## src/rtl/audio_pkg.sv

```systemverilog
// Shared audio codec constants and width helpers for the capture and playback paths.
package audio_pkg;
  localparam int AUDIO_WIDTH  = 16;
  localparam int SCK_DIV_LOG2 = 4;

  // Counter width: lrck half (log2 WIDTH sck periods) + sck divider + lrck bit.
  function automatic int cnt_width(input int width, input int div_log2);
    return $clog2(width) + div_log2 + 1;
  endfunction

  localparam int AUDIO_CNT_W   = cnt_width(AUDIO_WIDTH, SCK_DIV_LOG2);
  localparam int AUDIO_CNT_MSB = AUDIO_CNT_W - 1;
endpackage

```

## src/rtl/i2s_clk_gen.sv

```systemverilog
// Free-running I2S timing counter: derives mclk/sck/lrck and the mid-sck-high strobe.
module i2s_clk_gen
  import audio_pkg::*;
#(
  parameter int WIDTH    = AUDIO_WIDTH,
  parameter int DIV_LOG2 = SCK_DIV_LOG2,
  localparam int CW      = cnt_width(WIDTH, DIV_LOG2)
) (
  input  logic          clk,
  input  logic          rst,
  output logic [CW-1:0] cnt,
  output logic          strobe,
  output logic          mclk,
  output logic          sck,
  output logic          lrck
);

  // First clk of the sck high phase: data is mid-bit and stable here.
  localparam logic [DIV_LOG2-1:0] STROBE_PH = {1'b1, {(DIV_LOG2-1){1'b0}}};

  always_ff @(posedge clk or negedge rst) begin
    if (!rst) cnt <= '0;
    else      cnt <= cnt + 1'b1;
  end

  assign mclk   = cnt[1];
  assign sck    = cnt[DIV_LOG2-1];
  assign lrck   = cnt[CW-1];
  assign strobe = (cnt[DIV_LOG2-1:0] == STROBE_PH);

endmodule

```

## src/rtl/i2s_line_in_rx.sv

```systemverilog
// I2S line-in capture: deserialises codec ADC data into left/right pairs behind a valid/ready register.
module i2s_line_in_rx
  import audio_pkg::*;
#(
  parameter int WIDTH    = AUDIO_WIDTH,
  parameter int DIV_LOG2 = SCK_DIV_LOG2
) (
  input  logic             clk,
  input  logic             rst,
  input  logic             audio_sdout,
  output logic             audio_mclk,
  output logic             audio_lrck,
  output logic             audio_sck,
  output logic [WIDTH-1:0] left_sample,
  output logic [WIDTH-1:0] right_sample,
  output logic             sample_valid,
  input  logic             sample_ready,
  output logic             overrun
);

  localparam int CW = cnt_width(WIDTH, DIV_LOG2);
  localparam int KW = CW - DIV_LOG2;
  localparam logic [KW-1:0] K_LEFT_DONE = KW'(WIDTH);

  logic [CW-1:0]    cnt;
  logic             strobe;
  logic [KW-1:0]    k;
  logic [WIDTH-2:0] shift;
  logic [WIDTH-1:0] left_hold;
  logic [WIDTH-1:0] word;
  logic             have_left;
  logic             publish;
  logic             xfer;
  logic             unused_cnt_lo;

  i2s_clk_gen #(
    .WIDTH    (WIDTH),
    .DIV_LOG2 (DIV_LOG2)
  ) u_clk_gen (
    .clk    (clk),
    .rst    (rst),
    .cnt    (cnt),
    .strobe (strobe),
    .mclk   (audio_mclk),
    .sck    (audio_sck),
    .lrck   (audio_lrck)
  );

  assign k             = cnt[CW-1:DIV_LOG2];
  assign unused_cnt_lo = ^cnt[DIV_LOG2-1:0];

  // One-bit I2S delay: the word's LSB lands in the first sck of the opposite half.
  assign word    = {shift, audio_sdout};
  assign publish = strobe && (k == '0) && have_left;
  assign xfer    = sample_valid && sample_ready;

  always_ff @(posedge clk or negedge rst) begin
    if (!rst) begin
      shift     <= '0;
      left_hold <= '0;
      have_left <= 1'b0;
    end else if (strobe) begin
      shift <= word[WIDTH-2:0];
      if (k == K_LEFT_DONE) begin
        left_hold <= word;
        have_left <= 1'b1;
      end
    end
  end

  always_ff @(posedge clk or negedge rst) begin
    if (!rst) begin
      left_sample  <= '0;
      right_sample <= '0;
      sample_valid <= 1'b0;
      overrun      <= 1'b0;
    end else begin
      overrun <= 1'b0;
      if (publish) begin
        left_sample  <= left_hold;
        right_sample <= word;
        sample_valid <= 1'b1;
        overrun      <= sample_valid && !sample_ready;
      end else if (xfer) begin
        sample_valid <= 1'b0;
      end
    end
  end

endmodule

```

## config.mk

```make
export PLATFORM = sky130hd
export DESIGN_NAME = i2s_line_in_rx
export DESIGN_NICKNAME = d
export VERILOG_FILES = /design/src/rtl/audio_pkg.sv /design/src/rtl/i2s_clk_gen.sv /design/src/rtl/i2s_line_in_rx.sv
export SDC_FILE = /design/constraint.sdc
export NUM_CORES = 1
export LEC_CHECK = 0
export CAP_MARGIN = 20
export CORE_ASPECT_RATIO = 1.25
export CORE_MARGIN = 3
export CORE_UTILIZATION = 40
export CTS_CLUSTER_DIAMETER = 50
export CTS_CLUSTER_SIZE = 30
export DETAILED_ROUTE_END_ITERATION = 16
export GPL_TIMING_DRIVEN = 0
export PLACE_DENSITY = 0.61
export SKIP_LAST_GASP = 1
export SLEW_MARGIN = 25
export SYNTH_ARGS = -nofsm -noshare
export SYNTH_HDL_FRONTEND = slang
export SYNTH_SLANG_ARGS = --single-unit
```

## constraint.sdc

```tcl
create_clock -name clk -period 3.35 [get_ports clk]
set_input_delay 0.67 -clock clk [delete_from_list [all_inputs] [get_ports clk]]
set_output_delay 0.67 -clock clk [all_outputs]
set_load 0.005 [all_outputs]
```

# == Word-level counts from Yosys, hierarchy flattened ==
# Index checks and enable logic that the tools add are counted.
# classes
n_mux,3
n_reduce_logical,8
n_addsub,1
eq_ne,2
# ops
operator,n
$add A9 B1 Y9 const B,1
$eq A5 B5 Y1 const B,1
$logic_not A5 Y1,1
$eq A4 B4 Y1 const B,1
$logic_and A1 B1 Y1,4
$mux W1,3
$reduce_and A2 Y1,1
$reduce_bool A2 Y1,1
$logic_not A1 Y1,1
# word_totals
output_inout_bits,37
inputBits,4
register_bits,75
wordCells,22

# == Longest topological paths before layout ==
# Gate-level depths: netlist (run 1).
# logic_depth
ltp_word,4
depth_mapped,7
depth_no_buf,5

# == Hierarchy ==
# A second synthesis (run 1) with hierarchy kept.
# unflattened
cells_unflattened,179
area_unflattened_um2,3002.9
# by_module_without_submodules
module,seq_area_each_um2,instances,cells_per_inst,area_per_inst_um2
i2s_line_in_rx,1651.6,1,144,2593.7
i2s_clk_gen,225.2,1,35,409.1

# == Worst setup path before layout (run 1) ==
# No wires, ideal clock.
# synth_timing
kind,flip-flop to flip-flop
startpoint,register u_clk_gen.cnt[1]
endpoint,register left_sample[0]
synth_period_minus_slack_ns,1.745
path_slack_ns,1.605
setup_ns,0.125
required_ns,3.225
path_buffers,2
path_stages_with_launch,8
arrival_ns,1.620
cell_sequence,dfrtp_1 > inv_1 > ha_1 > and3b_1 > buf_2 > nand4b_4 > buf_6 > mux2_4
# synth_between
elab_chain_len,3
# synth_lines
element,line,source
start: declaration,i2s_clk_gen.sv:11,"output logic [CW-1:0] cnt,"
start signal: assignment,i2s_clk_gen.sv:23,else cnt <= cnt + 1'b1;
$eq A4 B4 Y1,i2s_clk_gen.sv:29,assign strobe = (cnt[DIV_LOG2-1:0] == STROBE_PH);
$logic_and A1 B1 Y1 (2 in a row),i2s_line_in_rx.sv:54,assign publish = strobe && (k == '0) && have_left;
end signal: assignment,i2s_line_in_rx.sv:80,left_sample <= left_hold;
end: declaration,i2s_line_in_rx.sv:14,"output logic [WIDTH-1:0] left_sample,"
# Every way passes these cells.
# A chain may end at the register's enable or synchronous reset.

# == Final worst setup path (run 1) ==
# layout_timing
startpoint,register u_clk_gen.cnt[8]
endpoint,output audio_lrck
# layout_rtl
element,line,source
end: declaration,i2s_line_in_rx.sv:12,"output logic audio_lrck,"
# No word-level cell between the ends.

==> summary.md, run 1 <==
### Status
* **outcome** complete, no violations

### Synth
* **Yosys top cell by area** dfrtp_1
* **area fraction of the dominant cell type after synthesis** 62.8%
* **nets in the synthesized netlist** 209
* **sequential cell area fraction in the yosys report** 62.8%
* **synthesized instance count** 203
* **Warnings, synthesis** 0
* **number of flip-flops and latches in the synthesized netlist** 75
* **average cell area after synthesis** 14.7 µm²
* **library cells used by synthesis** 22
* **Post-Syn Area** 0.00299 mm²
* **dominant cells by area after synthesis** dfrtp_1 63%, mux2_4 14%, mux2_2 7.5%, nand2_1 5.9%, xnor2_1 1.8%

### Final layout
* **share of layout cells above drive strength 1** 28.1%
* **layout filler cell count** 591
* **diode insertion count for antenna repair** 0
* **share of the core filled with cells** 52.7%
* **count of nets after finishing** 261
* **Layout area overhead** 25.3%

### Floorplanning
* **standard-cell row count** 34
* **horizontal extent of the die** 83.3 µm
* **Die Footprint** 0.00855 mm²
* **Initial Util** 42.1%
* **core outline area** 0.00710 mm²
* **Die Span Y** 103 µm
* **IO Count** 41

### Setup path
* **Critical Setup Path Class** reg -> out
* **Critical Path Max Stage Delay** 0.55 ns
* **FF-to-FF End** right_sample[14]
* **dominant delay contributor by cell family on the critical path** buffers and inverters
* **worst endpoint required time** 2.68 ns
* **cell type of the slowest stage on the worst timing path** clkdlybuf4s50_1
* **type of destination of the critical path** primary output
* **total stage count of the critical path** 1
* **combined buffer and inverter count along the critical path** 1
* **FF-to-FF Start** u_clk_gen.cnt[1]
* **depth of the worst register-to-register path** 7
* **worst path arrival time** 1.33 ns
* **launching instance or port of the critical path** u_clk_gen.cnt[8]
* **Reg2Reg Setup Slack** 1.40 ns
* **Setup crit end** audio_lrck
* **critical path cell sequence** clkdlybuf4s50_1
* **startpoint type of the worst setup path** flip-flop
* **CP Max Fanout** 4

### Worst hold path
* **Worst Hold Class** in -> async

### STA
* **hold violation count in the final report** 0
* **Period Utilization, post-route** 59.8%
* **max_slew headroom** 68.6%
* **worst clock skew** 0.0127 ns
* **clock period minus worst slack** 2.00 ns
* **maximum frequency from static timing analysis** 499 MHz
* **setup repair after global routing missed its margin** no
* **# setup viols final** 0
* **final hold slack** 0.216 ns
* **pin slew with the least headroom to its limit** 0.471 ns
* **final slew viol count** 0

### Detailed routing
* **drt pass-1 iters** 4
* **number of DRC markers after the initial detailed-route iteration** 83
* **WL per Instance** 14.5 µm
* **Via density** 4.73
* **Post-Route WL** 5070 µm
* **drt drc** 0
* **antenna-violating nets left** 0
* **total number of vias** 1654

### Clock network
* **clk_lat worst skew** 0.33 ns
* **hold_buf cts** 0
* **CTS tree** yes
* **CTS Buf Count** 9
* **post-CTS sizing** 0
* **TritonCTS sink count** 75
* **clock transition time at the flip-flop clock pins of the worst setup and hold paths** 0.09 ns
* **root buffer cell** clkbuf_8
* **htree depth** 3
* **Clock Path Buffers** 2
* **setup repair bufs after CTS** 0

### Global route
* **initial antenna violation count** 0
* **via count of the first global-routing pass** 1778
* **All-Layer GR Usage** 13.0%
* **residual overflow from global routing** 0
* **first-pass GRT wire length** 8750 µm
* **maximum number of pins on one net before global-route repair** 54

### Pwr
* **Pleak** 1.94 nW
* **worst supply voltage drop on vdd** 0.000231 V
* **power density relative to cell area** 451 mW/mm²

### Place
* **final weighted congestion in routability-driven placement** 0.679
* **post-DP HPWL** 3400 µm
* **# port buffers** 40

### Job
* **# Max-Cap Violations** 0

through the flow:
stage                     instances  TNS (ns)  cell area (µm²)  power, W  setup slack (ns)
after floorplan                 203         0             2990  0.000930              1.60
after global placement          333    -77.43             3500  0.000954             -1.04
after detailed placement        334         0             3530  0.000958              1.41
after CTS                       350         0             3740   0.00171              1.32
after global routing            350         0             3740   0.00175              1.30
final                           350         0             3740   0.00169              1.35
worst min-delay path by stage:
stage	from	endpoint	slack [ns]	depth (start not counted)
floorplan	rst	have_left	0.37	0
global placement	left_hold[11]	left_sample[11]	0.49	1
detailed placement	sample_valid	sample_valid	0.49	2
CTS	rst	right_sample[0]	0.22	1
global route	rst	left_hold[0]	0.24	1
finish	rst	right_sample[0]	0.22	1
worst reg2reg max path, delay by kind of cell, from the launching register on:
family	cells	cell delay, ns
fa+ha+maj	1	0.17
mux	1	0.31
simple gates	2	0.37
flops	1	0.44
buf+inv	3	0.54
logic make-up (layout without fill, tap and decap cells):
| logic type | count (synthesis) | in the layout | share of synthesized area, % |
|---|---|---|---|
| buf+inv | 9 | 66 | 2.18 |
| mux | 48 | 48 | 21.6 |
| flops | 75 | 75 | 62.8 |
| fa+ha+maj | 2 | 2 | 0.837 |
| simple gates | 62 | 62 | 10.5 |
| xor+xnor | 7 | 7 | 2.05 |
area by class of cell:
| cell class | instances | area, µm² | area share [%] |
|---|---|---|---|
| flip-flops and latches | 75 | 1880 | 50.1 |
| multi-input cells | 119 | 1050 | 27.9 |
| repair buffers | 41 | 425 | 11.4 |
| clock buffers | 10 | 128 | 3.41 |
| well taps | 90 | 113 | 3.01 |
| clock inverters | 6 | 90.1 | 2.41 |
| plain buffers | 7 | 57.6 | 1.54 |
| inverters | 2 | 7.51 | 0.201 |
flip-flops by register name, summed over array words and instances (netlist names):
name / cells
u_clk_gen.cnt: 9
have_left: 1
shift: 15
left_hold: 16
overrun: 1
left_sample: 16
right_sample: 16
sample_valid: 1
placed cells by master, fill, tap and decap left out:
master           count
dfrtp_1             75
nand2_1             47
clkdlybuf4s50_1     39
mux2_4              28
mux2_2              20
clkbuf_8             9
xnor2_1              6
buf_6                4
nand3_1              3
clkbuf_1             3
nand4_1              2
inv_1                2
nand2b_1             2
ha_1                 2
clkinv_4             2
bufinv_16            2
and4_1               1
and3_1               1
xor2_1               1
and3b_1              1
buf_2                1
nor4_4               1
nand4b_4             1
nor2_1               1
nand3b_1             1
nand3_4              1
clkinvlp_4           1
clkinv_2             1
buf_4                1
buf_16               1
layer usage:
layer / up-vias / global-route usage (%) / part of all wire, %
li1: 783 / - / -
met5: - / 0 / 0
met2: 24 / 21.4 / 50
met3: 8 / 2.24 / 2.8
met1: 839 / 16.8 / 46
met4: 0 / 6.79 / 1.8
Yosys cell counts:
library cell  count
dfrtp_1          75
nand2_1          47
mux2_4           28
mux2_2           20
xnor2_1           6
buf_6             4
nand3_1           3
clkbuf_1          2
ha_1              2
inv_1             2
nand2b_1          2
nand4_1           2
and3_1            1
and3b_1           1
and4_1            1
buf_2             1
nand3_4           1
nand3b_1          1
nand4b_4          1
nor2_1            1
nor4_4            1
xor2_1            1
report_power, final:
| group | internal, W | switching, W | leakage (nW) | total, W |
|---|---|---|---|---|
| registers | 0.000908 | 0.00000241 | 1.02 | 0.000910 |
| logic | 0.00000904 | 0.0000196 | 0.812 | 0.0000287 |
| clock network | 0.000421 | 0.000329 | 0.106 | 0.000750 |
Power figures use the tool's default switching activity.
==> run 2: changes to the inputs <==
clock period = 2.05 ns   (was 3.35 ns; I/O delays follow)
==> run 2 against run 1 <==
Net effect:
- clock power up 64%
- setup slack worse by 1.2 ns
- combinational power up 68%
- final cell count up 0.29%
- utilization up 0.14 points
==> summary.md, run 2 (synthesized netlist as in run 1, its figures left out) <==
### Global route
* **first-pass GRT wire length** 8790 µm, was 8750 µm
* **GRT met2 Usage** 21.5%, was 21.4%
* **GRT Max-Usage Layer** met2, unchanged
* **via count of the first global-routing pass** 1786, was 1778
* **maximum number of pins on one net before global-route repair** 54, unchanged
* **initial antenna violation count** 0, unchanged
* **residual overflow from global routing** 0, unchanged
* **global routing met1 resource utilization** 16.8%, about the same
* **All-Layer GR Usage** 13.1%, was 13.0%
* **GR met3 Demand/Resource** 2.24%, unchanged

### Setup path
* **FF-to-FF End** right_sample[14], unchanged
* **depth of the worst register-to-register path** 7, unchanged
* **Reg2Reg Setup Slack** 0.11 ns, was 1.40 ns
* **CP Max Fanout** 10, was 4
* **FF-to-FF Start** u_clk_gen.cnt[1], unchanged
* **type of destination of the critical path** flip-flop, was primary output
* **Critical Setup Path Class** reg -> reg, was reg -> out
* **worst path arrival time** 2.16 ns, was 1.33 ns
* **worst endpoint required time** 2.26 ns, was 2.68 ns
* **startpoint type of the worst setup path** flip-flop, unchanged

### Detailed routing
* **total number of vias** 1662, was 1654
* **Via density** 4.74, was 4.73
* **number of DRC markers after the initial detailed-route iteration** 97, was 83
* **antenna-violating nets left** 0, unchanged
* **WL per Instance** 14.4 µm, was 14.5 µm
* **drt pass-1 iters** 4, unchanged
* **Post-Route WL** 5050 µm, was 5070 µm
* **drt drc** 0, unchanged

### STA
* **worst clock skew** 0.0125 ns, was 0.0127 ns
* **Period Utilization, post-route** 94.9%
* **maximum frequency from static timing analysis** 514 MHz
* **max_slew headroom** 68.7%, was 68.6%
* **total negative slack for setup checks** 0 ns, unchanged
* **pin slew with the least headroom to its limit** 0.470 ns, was 0.471 ns
* **setup ws final** 0.105 ns, was 1.35 ns
* **# setup viols final** 0, unchanged
* **hold violation count in the final report** 0, unchanged
* **final slew viol count** 0, unchanged
* **clock period minus worst slack** 1.94 ns
* **setup repair after global routing missed its margin** no, unchanged

### Floorplanning
* **Initial Util** 42.1%, unchanged
* **horizontal extent of the die** 83.3 µm, unchanged
* **core outline area** 0.00710 mm², unchanged
* **IO Count** 41, unchanged
* **Die Footprint** 0.00855 mm², unchanged
* **Die Span Y** 103 µm, unchanged
* **standard-cell row count** 34, unchanged

### Pwr
* **net load switching power** 0.000573 W, was 0.000351 W
* **net switching fraction of the power** 20.8%, about the same
* **proportion of power drawn by combinational gates** 1.7%, about the same
* **Clk pwr share** 44.4%, about the same
* **power density relative to cell area** 735 mW/mm², was 451 mW/mm²
* **Sequential Power Share** 53.9%, about the same
* **Pwr Total** 0.00276 W, was 0.00169 W
* **internal power summed over all cells** 0.00219 W, was 0.00134 W
* **Pleak** 1.94 nW, about the same
* **worst supply voltage drop on vdd** 0.000378 V, was 0.000231 V

### Final layout
* **biggest regs** left_hold (16), left_sample (16), right_sample (16), unchanged
* **most common library cell in the layout ignoring fill and taps** dfrtp_1, unchanged
* **sequential cell area** 0.00188 mm², unchanged
* **Layout area overhead** 25.6%, was 25.3%
* **layout filler cell count** 590, was 591
* **count of nets after finishing** 262, was 261
* **most frequent cells in the layout** 75 x dfrtp_1, 47 x nand2_1, 39 x clkdlybuf4s50_1, unchanged
* **number of non-filler instances in the completed layout** 351, was 350
* **diode insertion count for antenna repair** 0, unchanged
* **area of the multi-input gates** 0.00105 mm², unchanged
* **share of layout cells above drive strength 1** 28.0%, was 28.1%

### Place
* **setup slack at placement** 0.105 ns, was 1.41 ns
* **final weighted congestion in routability-driven placement** 0.679, unchanged
* **Post-Place Cells** 334, unchanged
* **# port buffers** 40, unchanged
* **post-DP HPWL** 3400 µm, unchanged

### Clock network
* **CTS Buf Count** 9, unchanged
* **clock transition time at the flip-flop clock pins of the worst setup and hold paths** 0.09 ns, about the same
* **Clock Path Buffers** 2, unchanged
* **clk_lat worst skew** 0.33 ns, about the same
* **root buffer cell** clkbuf_8, unchanged
* **post-CTS sizing** 0, unchanged
* **htree depth** 3, unchanged
* **CTS tree** yes, unchanged
* **TritonCTS sink count** 75, unchanged

### Worst hold path
* **Worst Hold Class** in -> async, unchanged

### Job
* **# Max-Cap Violations** 0, unchanged

### Status
* **outcome** complete, no violations, unchanged

[run 2: cell count changes in the layout (fill, tap and decap cells not counted), sizes merged]
| cell | change |
|---|---|
| dlygate4sd3 | +1 |
[run 2: layout make-up]
cell class	count	area share [%]
Buffer	7	1.53
Tap cell	90	3.00
Clock inverter	6	2.40
Timing Repair Buffer	42	11.6
Multi-Input combinational cell	119	27.9
Inverter	2	0.200
Sequential cell	75	50.0
Clock buffer	10	3.40
[run 2: power by group through the flow]
| stage | sequential (W) | combinational [W] | clock (W) |
|---|---|---|---|
| after detailed placement | 0.00152 | 0.0000498 | 0 |
| after global routing | 0.00149 | 0.0000567 | 0.00131 |
| after CTS | 0.00149 | 0.0000511 | 0.00126 |
| after global placement | 0.00152 | 0.0000431 | 0 |
| final | 0.00149 | 0.0000481 | 0.00123 |
| after floorplan | 0.00152 | 0.00000445 | 0 |
[run 2: timing repair]
action	4_1_cts	5_1_grt
endpoints found under the hold margin	22	0
buffers inserted	0	0
hold buffers	1	0
[run 2: through the flow]
| step | instance area (µm²) | hold WS (ns) | utilization (%) |
|---|---|---|---|
| after floorplan | 2990 | 0.114 | - |
| after global placement | 3500 | 0.485 | 49.3 |
| after detailed placement | 3530 | 0.335 | 49.6 |
| after CTS | 3750 | 0.503 | 52.8 |
| after global routing | 3750 | 0.518 | 52.8 |
| final | 3750 | 0.498 | 52.8 |
[run 2: worst max path at each step]
stage | slack [ns] | endpoint | from
final | 0.11 | right_sample[14] | u_clk_gen.cnt[1]
after global routing | 0.01 | right_sample[13] | u_clk_gen.cnt[0]
after CTS | 0.09 | right_sample[14] | u_clk_gen.cnt[0]
after detailed placement | 0.11 | left_sample[3] | u_clk_gen.cnt[0]
after global placement | -2.08 | sample_valid | rst
after floorplan | 0.30 | left_sample[0] | u_clk_gen.cnt[1]
[run 2: layer usage]
metal / share of wire [%] / vias up / wire [µm]
met1: 45 / 845 / 2290
met3: 2.8 / 8 / 141
met4: 1.8 / 0 / 90
met5: 0 / - / 0
met2: 50 / 24 / 2530
li1: - / 785 / -
[run 2: worst max-delay path, stage by stage, from the launching register on]
cell and delay [ns]:
dfrtp_1 0.44, inv_1 0.08, ha_1 0.17, and3b_1 0.15
buf_2 0.22, nand4b_4 0.22, buf_6 0.23, mux2_4 0.30
==> run 3: changes to the inputs <==
REMOVE_ABC_BUFFERS = 1   (was not set)
==> run 3 against run 2 <==
Net effect:
- largest cell class unchanged
- fmax is 2.8% higher
- count of clock-buffer cells in the layout is 1 higher
- sequential cell count stayed put
- die area stayed put
- sequential power hardly changed
- critical path type unchanged
- sequential share of layout area hardly changed
- via count is 1.4% higher
- clock power is 17% lower
- setup slack better by 0.053 ns
==> summary.md, run 3 (synthesized netlist as in run 1, its figures left out) <==
### Floorplanning
* **IO Count** 41, unchanged
* **Initial Util** 42.1%, unchanged
* **horizontal extent of the die** 83.3 µm, unchanged
* **Die Footprint** 0.00855 mm², unchanged
* **core outline area** 0.00710 mm², unchanged
* **Die Span Y** 103 µm, unchanged
* **standard-cell row count** 34, unchanged

### Detailed routing
* **length of routed met3 wiring** 150 µm, was 141 µm
* **wire length on met2** 2630 µm, was 2530 µm
* **Via density** 4.80, was 4.74
* **drt drc** 0, unchanged
* **antenna-violating nets left** 0, unchanged
* **Post-Route WL** 5230 µm, was 5050 µm
* **total number of vias** 1685, was 1662
* **DRT met1 WL** 2320 µm, was 2290 µm
* **drt pass-1 iters** 4, unchanged
* **WL per Instance** 14.9 µm, was 14.4 µm
* **number of DRC markers after the initial detailed-route iteration** 151, was 97
* **max layer used** met4, unchanged

### Setup path
* **worst path arrival time** 2.11 ns, was 2.16 ns
* **CP Max Fanout** 18, was 10
* **worst endpoint required time** 2.27 ns, was 2.26 ns
* **type of destination of the critical path** flip-flop, unchanged
* **startpoint type of the worst setup path** flip-flop, unchanged
* **Critical Setup Path Class** reg -> reg, unchanged

### Pwr
* **power density relative to cell area** 680 mW/mm², was 735 mW/mm²
* **worst supply voltage drop on vdd** 0.000310 V, was 0.000378 V
* **Pleak** 1.97 nW, was 1.94 nW

### STA
* **final slew viol count** 0, unchanged
* **maximum frequency from static timing analysis** 528 MHz, was 514 MHz
* **setup ws final** 0.158 ns, was 0.105 ns
* **clock period minus worst slack** 1.89 ns, was 1.94 ns
* **pin slew with the least headroom to its limit** 0.615 ns, was 0.470 ns
* **worst clock skew** 0.00570 ns, was 0.0125 ns
* **hold violation count in the final report** 0, unchanged
* **final hold slack** 0.498 ns, about the same
* **# setup viols final** 0, unchanged
* **max_slew headroom** 58.9%, was 68.7%
* **setup repair after global routing missed its margin** no, unchanged
* **Period Utilization, post-route** 92.3%, was 94.9%

### Clock network
* **CTS tree** yes, unchanged
* **CTS Buf Count** 9, unchanged
* **clk_lat worst skew** 0.34 ns, was 0.33 ns
* **clock transition time at the flip-flop clock pins of the worst setup and hold paths** 0.08 ns, was 0.09 ns
* **root buffer cell** clkbuf_8, unchanged
* **htree depth** 3, unchanged
* **TritonCTS sink count** 75, unchanged
* **Clock Path Buffers** 2, unchanged

### Status
* **outcome** complete, no violations, unchanged

### Final layout
* **diode insertion count for antenna repair** 0, unchanged
* **biggest regs** left_hold (16), left_sample (16), right_sample (16), unchanged
* **Layout area overhead** 25.7%, was 25.6%
* **post-layout instance area** 0.00375 mm², about the same
* **most common library cell in the layout ignoring fill and taps** dfrtp_1, unchanged
* **most frequent cells in the layout** 75 x dfrtp_1, 47 x nand2_1, 39 x clkdlybuf4s50_1, unchanged
* **layout filler cell count** 598, was 590
* **count of nets after finishing** 262, unchanged
* **share of layout cells above drive strength 1** 29.5%, was 28.0%
* **share of the core filled with cells** 52.9%, was 52.8%

### Global route
* **via count of the first global-routing pass** 1857, was 1786
* **first-pass GRT wire length** 9110 µm, was 8790 µm
* **residual overflow from global routing** 0, unchanged
* **maximum number of pins on one net before global-route repair** 49, was 54
* **All-Layer GR Usage** 13.7%, was 13.1%
* **initial antenna violation count** 0, unchanged

### Place
* **# port buffers** 40, unchanged
* **dpl cell area** 0.00347 mm², was 0.00353 mm²
* **final weighted congestion in routability-driven placement** 0.730, was 0.679
* **setup slack at placement** -0.872 ns, was 0.105 ns
* **post-DP HPWL** 3100 µm, was 3400 µm

### Worst hold path
* **Worst Hold Class** reg -> reg, was in -> async

### Job
* **# Max-Cap Violations** 0, unchanged

-- run 3: cell count changes in the layout (fill, tap and decap cells not counted), sizes merged --
cell	delta
bufinv	-2
buf	+1
clkbuf	-1
clkinv	+1
nand4b	+1
-- run 3: worst paths after layout --
kind	from	end	slack [ns]	cells past startpoint
worst max register to register	u_clk_gen.cnt[1]	left_sample[3]	0.16	6
min in group asynchronous	rst	right_sample[0]	0.54	2
max in group asynchronous	rst	left_hold[9]	0.96	3
worst min register to register	left_hold[9]	left_sample[9]	0.50	1
worst min-delay path	left_hold[9]	left_sample[9]	0.50	1
worst max-delay path	u_clk_gen.cnt[1]	left_sample[3]	0.16	6
-- run 3: worst max-delay path: stages (launching register included) --
cell      delay, ns
dfrtp_1        0.45
inv_1          0.08
ha_1           0.18
and3b_4        0.41
nand4b_4       0.16
buf_12         0.19
mux2_4         0.30
-- run 3: area by class of cell --
cell class	count	area (µm²)	area share, %
clock buffers	11	151	4.03
clock inverters	5	27.5	0.733
inverters	2	7.51	0.200
multi-input cells	120	1070	28.6
flip-flops and latches	75	1880	50.0
well taps	90	113	3.00
repair buffers	48	505	13.5
-- run 3: through the flow --
step	std cells	power, W	setup TNS, ns
global placement	326	0.00156	-186.53
finish	351	0.00255	0
CTS	350	0.00259	0
detailed placement	327	0.00157	-33.13
floorplan	196	0.00152	-9.80
global route	351	0.00264	0
-- run 3: routing by layer --
metal | GRT usage [%] | up-vias
li1 | - | 788
met1 | 16.9 | 856
met2 | 23.2 | 30
met3 | 2.24 | 11
met4 | 7.92 | 0
met5 | 0 | -
-- run 3: report_power, final --
part	internal (W)	leakage (nW)	switching, W
clock network	0.000497	0.0949	0.000520
registers	0.00148	1.02	0.00000413
logic	0.0000160	0.860	0.0000317
total	0.00200	1.97	0.000556
-- run 3: repair_timing --
action                                 in CTS  in global routing
pin swaps                                   2                  1
gates resized for setup                     3                  0
gates cloned                                1                  0
endpoints found under the hold margin      27                  0
setup buffers                               5                  1
setup endpoints to repair                  51                 16
hold buffers                                1                  0
